## src/rtl/instr_feeder.sv

```systemverilog
// instr_feeder: FIFO-buffered instruction issuer driving the processor's DIN/Run/Done handshake,
// one instruction at a time, holding back mvi until its immediate is buffered.
module instr_feeder #(
    parameter int DEPTH   = 16,
    parameter int AW      = 4,
    parameter int TIMEOUT = 8
) (
    input  logic          Clock,
    input  logic          Resetn,
    input  logic          wr_en,
    input  logic [8:0]    wr_data,
    input  logic          enable,
    input  logic          Done,
    output logic [8:0]    DIN,
    output logic          Run,
    output logic          full,
    output logic [AW:0]   count,
    output logic          busy,
    output logic          err_ovf,
    output logic          err_timeout
);
    localparam logic [1:0] S_IDLE  = 2'd0;
    localparam logic [1:0] S_ISSUE = 2'd1;
    localparam logic [1:0] S_IMM   = 2'd2;
    localparam logic [1:0] S_WAIT  = 2'd3;
    localparam int WW = $clog2(TIMEOUT + 1);
    localparam logic [WW-1:0] TMO_CNT  = WW'(TIMEOUT);
    localparam logic [AW:0]   FULL_CNT = (AW+1)'(DEPTH);
    localparam logic [AW:0]   TWO      = (AW+1)'(2);

    logic [1:0]    state_q, state_d;
    logic [AW-1:0] wp_q, wp_d, rp_q, rp_d;
    logic [AW:0]   count_q, count_d;
    logic [WW-1:0] wcnt_q, wcnt_d;
    logic          ovf_q, ovf_d, tmo_q, tmo_d;
    logic [8:0]    mem_q [DEPTH];
    logic [8:0]    head;
    logic          push, pop, is_mvi, can_issue;

    assign head = mem_q[rp_q];

    always_comb begin
        full      = count_q == FULL_CNT;
        push      = wr_en && !full;
        pop       = state_q == S_ISSUE || state_q == S_IMM;
        is_mvi    = head[8:6] == 3'b001;
        can_issue = enable && count_q != '0 && (!is_mvi || count_q >= TWO);
        wp_d      = push ? wp_q + 1'b1 : wp_q;
        rp_d      = pop ? rp_q + 1'b1 : rp_q;
        count_d   = count_q + (AW+1)'(push) - (AW+1)'(pop);
        // A write while full is dropped even if a pop frees a slot this cycle
        ovf_d     = ovf_q | (wr_en & full);
        state_d   = state_q;
        wcnt_d    = wcnt_q;
        tmo_d     = tmo_q;
        case (state_q)
            S_IDLE: if (can_issue) state_d = S_ISSUE;
            S_ISSUE: begin
                state_d = is_mvi ? S_IMM : S_WAIT;
                wcnt_d  = '0;
            end
            S_IMM: begin
                state_d = S_IDLE;
                tmo_d   = tmo_q | ~Done;
            end
            default: begin
                wcnt_d = wcnt_q + 1'b1;
                if (Done) begin
                    state_d = S_IDLE;
                end else if (wcnt_d == TMO_CNT) begin
                    state_d = S_IDLE;
                    tmo_d   = 1'b1;
                end
            end
        endcase
    end

    always_ff @(posedge Clock or negedge Resetn) begin
        if (!Resetn) begin
            state_q <= S_IDLE;
            wp_q    <= '0;
            rp_q    <= '0;
            count_q <= '0;
            wcnt_q  <= '0;
            ovf_q   <= 1'b0;
            tmo_q   <= 1'b0;
        end else begin
            state_q <= state_d;
            wp_q    <= wp_d;
            rp_q    <= rp_d;
            count_q <= count_d;
            wcnt_q  <= wcnt_d;
            ovf_q   <= ovf_d;
            tmo_q   <= tmo_d;
        end
    end

    always_ff @(posedge Clock) begin
        if (push) mem_q[wp_q] <= wr_data;
    end

    assign DIN         = pop ? head : '0;
    assign Run         = state_q == S_ISSUE;
    assign busy        = state_q != S_IDLE;
    assign count       = count_q;
    assign err_ovf     = ovf_q;
    assign err_timeout = tmo_q;
endmodule
```

## config.mk

```make
export PLATFORM = sky130hd
export DESIGN_NAME = instr_feeder
export DESIGN_NICKNAME = d
export VERILOG_FILES = /design/src/rtl/instr_feeder.sv
export SDC_FILE = /design/constraint.sdc
export NUM_CORES = 1
export LEC_CHECK = 0
export CORE_UTILIZATION = 62
export DETAILED_ROUTE_END_ITERATION = 10
export DONT_BUFFER_PORTS = 1
export GPL_ROUTABILITY_DRIVEN = 0
export PLACE_DENSITY = 0.81
export SLEW_MARGIN = 30
export SYNTH_ARGS = -nofsm -noshare
export SYNTH_HDL_FRONTEND = slang
export SYNTH_SLANG_ARGS = --single-unit
```

## constraint.sdc

```tcl
create_clock -name Clock -period 4.3 [get_ports Clock]
set_input_delay 0.645 -clock Clock [delete_from_list [all_inputs] [get_ports Clock]]
set_output_delay 0.645 -clock Clock [all_outputs]
set_load 0.03 [all_outputs]
```

==> key figures <==
Outcome
  – Status: completed

Floorplanning
  – Row count: 38
  – Starting density of the core: 0.639
  – Die width: between 100 and 150 um
  – Die Ht: 108 um
  – Ports: 33
  – Placeable core region: approximately 0.011 mm^2
  – Die ar.: 0.0116 mm^2

Critical path
  – Reg-to-reg slack, setup: ~900 ps
  – Worst Path Required: 3650 ps
  – R2r endpoint: count[4]
  – Worst R2R Start: count[2]
  – Critical path type: reg2out
  – Reg2Reg Depth: 14
  – CP Max Fanout: 39
  – Critical Path AT: about 2900 ps
  – CP startpoint kind: flip-flop
  – CP endpoint kind: primary output

STA
  – Final setup violation count: 0
  – Ratio of final minimum period to clock period: 0.822
  – Worst Skew: approximately 6.8 ps
  – Tmin final: 3540 ps
  – Hold_ws: 79.1 ps
  – Slew HR: 0.372
  – RSZ-0062 raised after global routing: false
  – Final worst slack: roughly 760 ps
  – Sum Neg Setup Slack: 0 ps
  – Worst-Margin Slew: between 900 and 1000 ps
  – Slew Viols, Final: 0
  – Upper clock frequency limit: about 280 MHz
  – Number of hold violations in the final report: 0

Synthesis
  – Flops & latches, synth: roughly 170
  – Post-synth ARST share: 0.127
  – Ys Warns: 0
  – Syn_area_per_cell: roughly 19 um^2
  – Top_reg_cell synth: edfxtp_1
  – Syn nets: slightly below 400
  – Post-synth EDFFs: ~140
  – Distinct cells, synth: 43
  – Synth Instances: 363
  – Mapped Area: between 0.006 and 0.007 mm^2
  – Sequential area share after synthesis: 0.701

Global routing
  – Gr usage total: 0.230
  – Grt total ovfl: 0
  – Antenna violations before repair: 0
  – First-pass GRT wire length: between 15 and 20 mm
  – Largest net degree at the start of global routing: 40
  – Vias in the first global route: ~3300

Clocking
  – CTS Buf Count: 17
  – CTS Buffer Depth: 2
  – Clock Tree Root: clkbuf_8
  – Clk sinks: between 150 and 200
  – H-tree lvl count: 4
  – CTS clk-pin slew, worst paths: about 70 ps
  – Latest clock arrival within the worst-skew pair: between 500 and 600 ps
  – CTS tree: done

Route
  – Drt first pass iters: 5
  – Final wirelength: around 12 mm
  – DRC errors left: 0
  – DR iter-0 viols: 364
  – ANT nets after route: 0
  – Post-DR vias/cell: roughly 6.3
  – Drt wl/cell: around 23 um
  – Vias: roughly 3300

Finish
  – Share of cells above drive strength 1: 0.158
  – Post-Layout Cell Count: ~530
  – Area growth from synthesis to layout: 9.34%
  – Nets: 408
  – Fillers: around 630
  – N_diodes: 0

Worst hold path
  – Hold Crit Class: in2async

Place
  – Placed insts: 495
  – Buffers on Ports: 0
  – DP Wirelength: around 8 mm
  – DP Worst Slack: approximately 960 ps

Power and ir drop
  – Pwr Density: between 700 and 800 mW/mm^2
  – Static leakage power: between 2 and 3 nW
  – Worst VDD drop: around 0.00081 V

Flow run
  – Max cap viols: 0
==> worst max-delay path by stage <==
stage,from,endpoint,slack [ps]
2_1_floorplan,count[3],count[4],710
3_3_place_gp,count[2],count[4],1070
3_5_place_dp,count[2],count[4],960
4_1_cts,rp_q[0],DIN[2],720
5_1_grt,rp_q[0],DIN[5],660
6_report,rp_q[0],DIN[5],760
==> stage by stage <==
stage	utilization	area [um^2]	power (mW)
global placement	0.650	7050	3.98
finish	0.698	7570	5.37
detailed placement	0.650	7050	4.06
CTS	0.699	7570	5.41
global route	0.698	7570	5.63
floorplan	-	6920	3.73
==> worst max-delay path, cell delays in order, from the launching register on <==
cell     delay [ps]
dfrtp_2         340
buf_4           540
mux4_1          690
mux4_2          500
and2_1          280
==> layout by cell type (no fill, tap or decap), types with 3 or more instances in the layout <==
| master | n |
|---|---|
| a21oi_1 | 4 |
| edfxtp_1 | 144 |
| o21ai_1 | 4 |
| nor2_1 | 18 |
| inv_1 | 13 |
| ha_1 | 18 |
| dfrtp_1 | 20 |
| nor2b_1 | 5 |
| and2_1 | 8 |
| nand3_1 | 6 |
| xor2_1 | 3 |
| nor3_1 | 7 |
| xnor2_1 | 6 |
| a22oi_1 | 3 |
| buf_4 | 7 |
| nand2_1 | 16 |
| nand2b_1 | 4 |
| mux4_2 | 19 |
| clkbuf_16 | 16 |
| inv_6 | 3 |
| clkinvlp_4 | 4 |
| mux4_1 | 23 |
==> power by group <==
part / internal (mW) / total (mW) / leakage (nW) / switching (mW)
Sequential: 1.99 / 2.25 / 1.55 / 0.253
Combinational: 0.763 / 1.80 / 0.840 / 1.03
Clock: 0.713 / 1.33 / 0.246 / 0.613
Total: 3.47 / 5.37 / 2.63 / 1.90
==> synthesized netlist by cell type (2+ instances only) <==
cell type,count,share of area
a21oi_1,4,0.0029
nand2b_1,4,0.0036
xnor2_1,6,0.0076
nor2_1,18,0.0098
edfxtp_1,144,0.62
nand2_1,16,0.0087
nor2b_1,5,0.0045
dfrtp_1,21,0.076
mux4_2,19,0.062
a21o_1,2,0.0022
buf_1,3,0.0016
nand3_1,6,0.0043
ha_1,18,0.033
nand4_1,2,0.0018
and3_1,2,0.0018
inv_1,13,0.0070
a22oi_1,3,0.0033
and2_1,8,0.0072
o31ai_1,2,0.0022
xor2_1,3,0.0038
nor3_1,7,0.0051
mux4_1,23,0.087
buf_12,3,0.0087
nor4b_1,2,0.0025
clkbuf_1,8,0.0043
o21ai_1,4,0.0029
==> cells by family (layout without fill, tap and decap cells) <==
logic type / count (synthesis) / after routing / synth area share
multiplexers: 44 / 44 / 0.152
adder cells (fa/ha/maj): 19 / 19 / 0.0354
flip-flops: 165 / 165 / 0.701
AO/OA/AOI/OAI: 21 / 21 / 0.0201
XOR/XNOR: 9 / 9 / 0.0114
buffers and inverters: 29 / 53 / 0.0239
AND/OR/NAND/NOR: 76 / 76 / 0.0566
==> routing by layer <==
layer | share of wire | track usage | wire (um) | vias to the layer above
met5 | 0 | 0 | 0 | -
met4 | 0.011 | 0.0744 | 138 | 0
met3 | 0.077 | 0.0690 | 937 | 18
met2 | 0.48 | 0.353 | 5880 | 148
met1 | 0.43 | 0.321 | 5210 | 1687
li1 | - | - | - | 1472
==> final cells by class <==
| cell class | instances | area (um^2) | area share |
|---|---|---|---|
| Clock inverter | 14 | 105 | 0.0139 |
| Sequential cell | 165 | 4850 | 0.641 |
| Timing Repair Buffer | 8 | 57.6 | 0.00760 |
| Tap cell | 140 | 175 | 0.0231 |
| Inverter | 14 | 52.6 | 0.00694 |
| Clock buffer | 17 | 414 | 0.0547 |
| Multi-Input combinational cell | 169 | 1910 | 0.253 |
==> flip-flops by register name (all words and copies together), names as in the netlist <==
signal	cells
rp_q	4
mem_q	144
wp_q	4
err_timeout	1
state_q	2
wcnt_q	4
count	5
err_ovf	1
==> what timing repair did <==
action                                 in CTS  in global routing
hold buffers                                1                  0
setup buffers                               0                  0
endpoints found under the hold margin      21                  0
gates resized for setup                     0                  0
(Power assumes the default switching activity.)
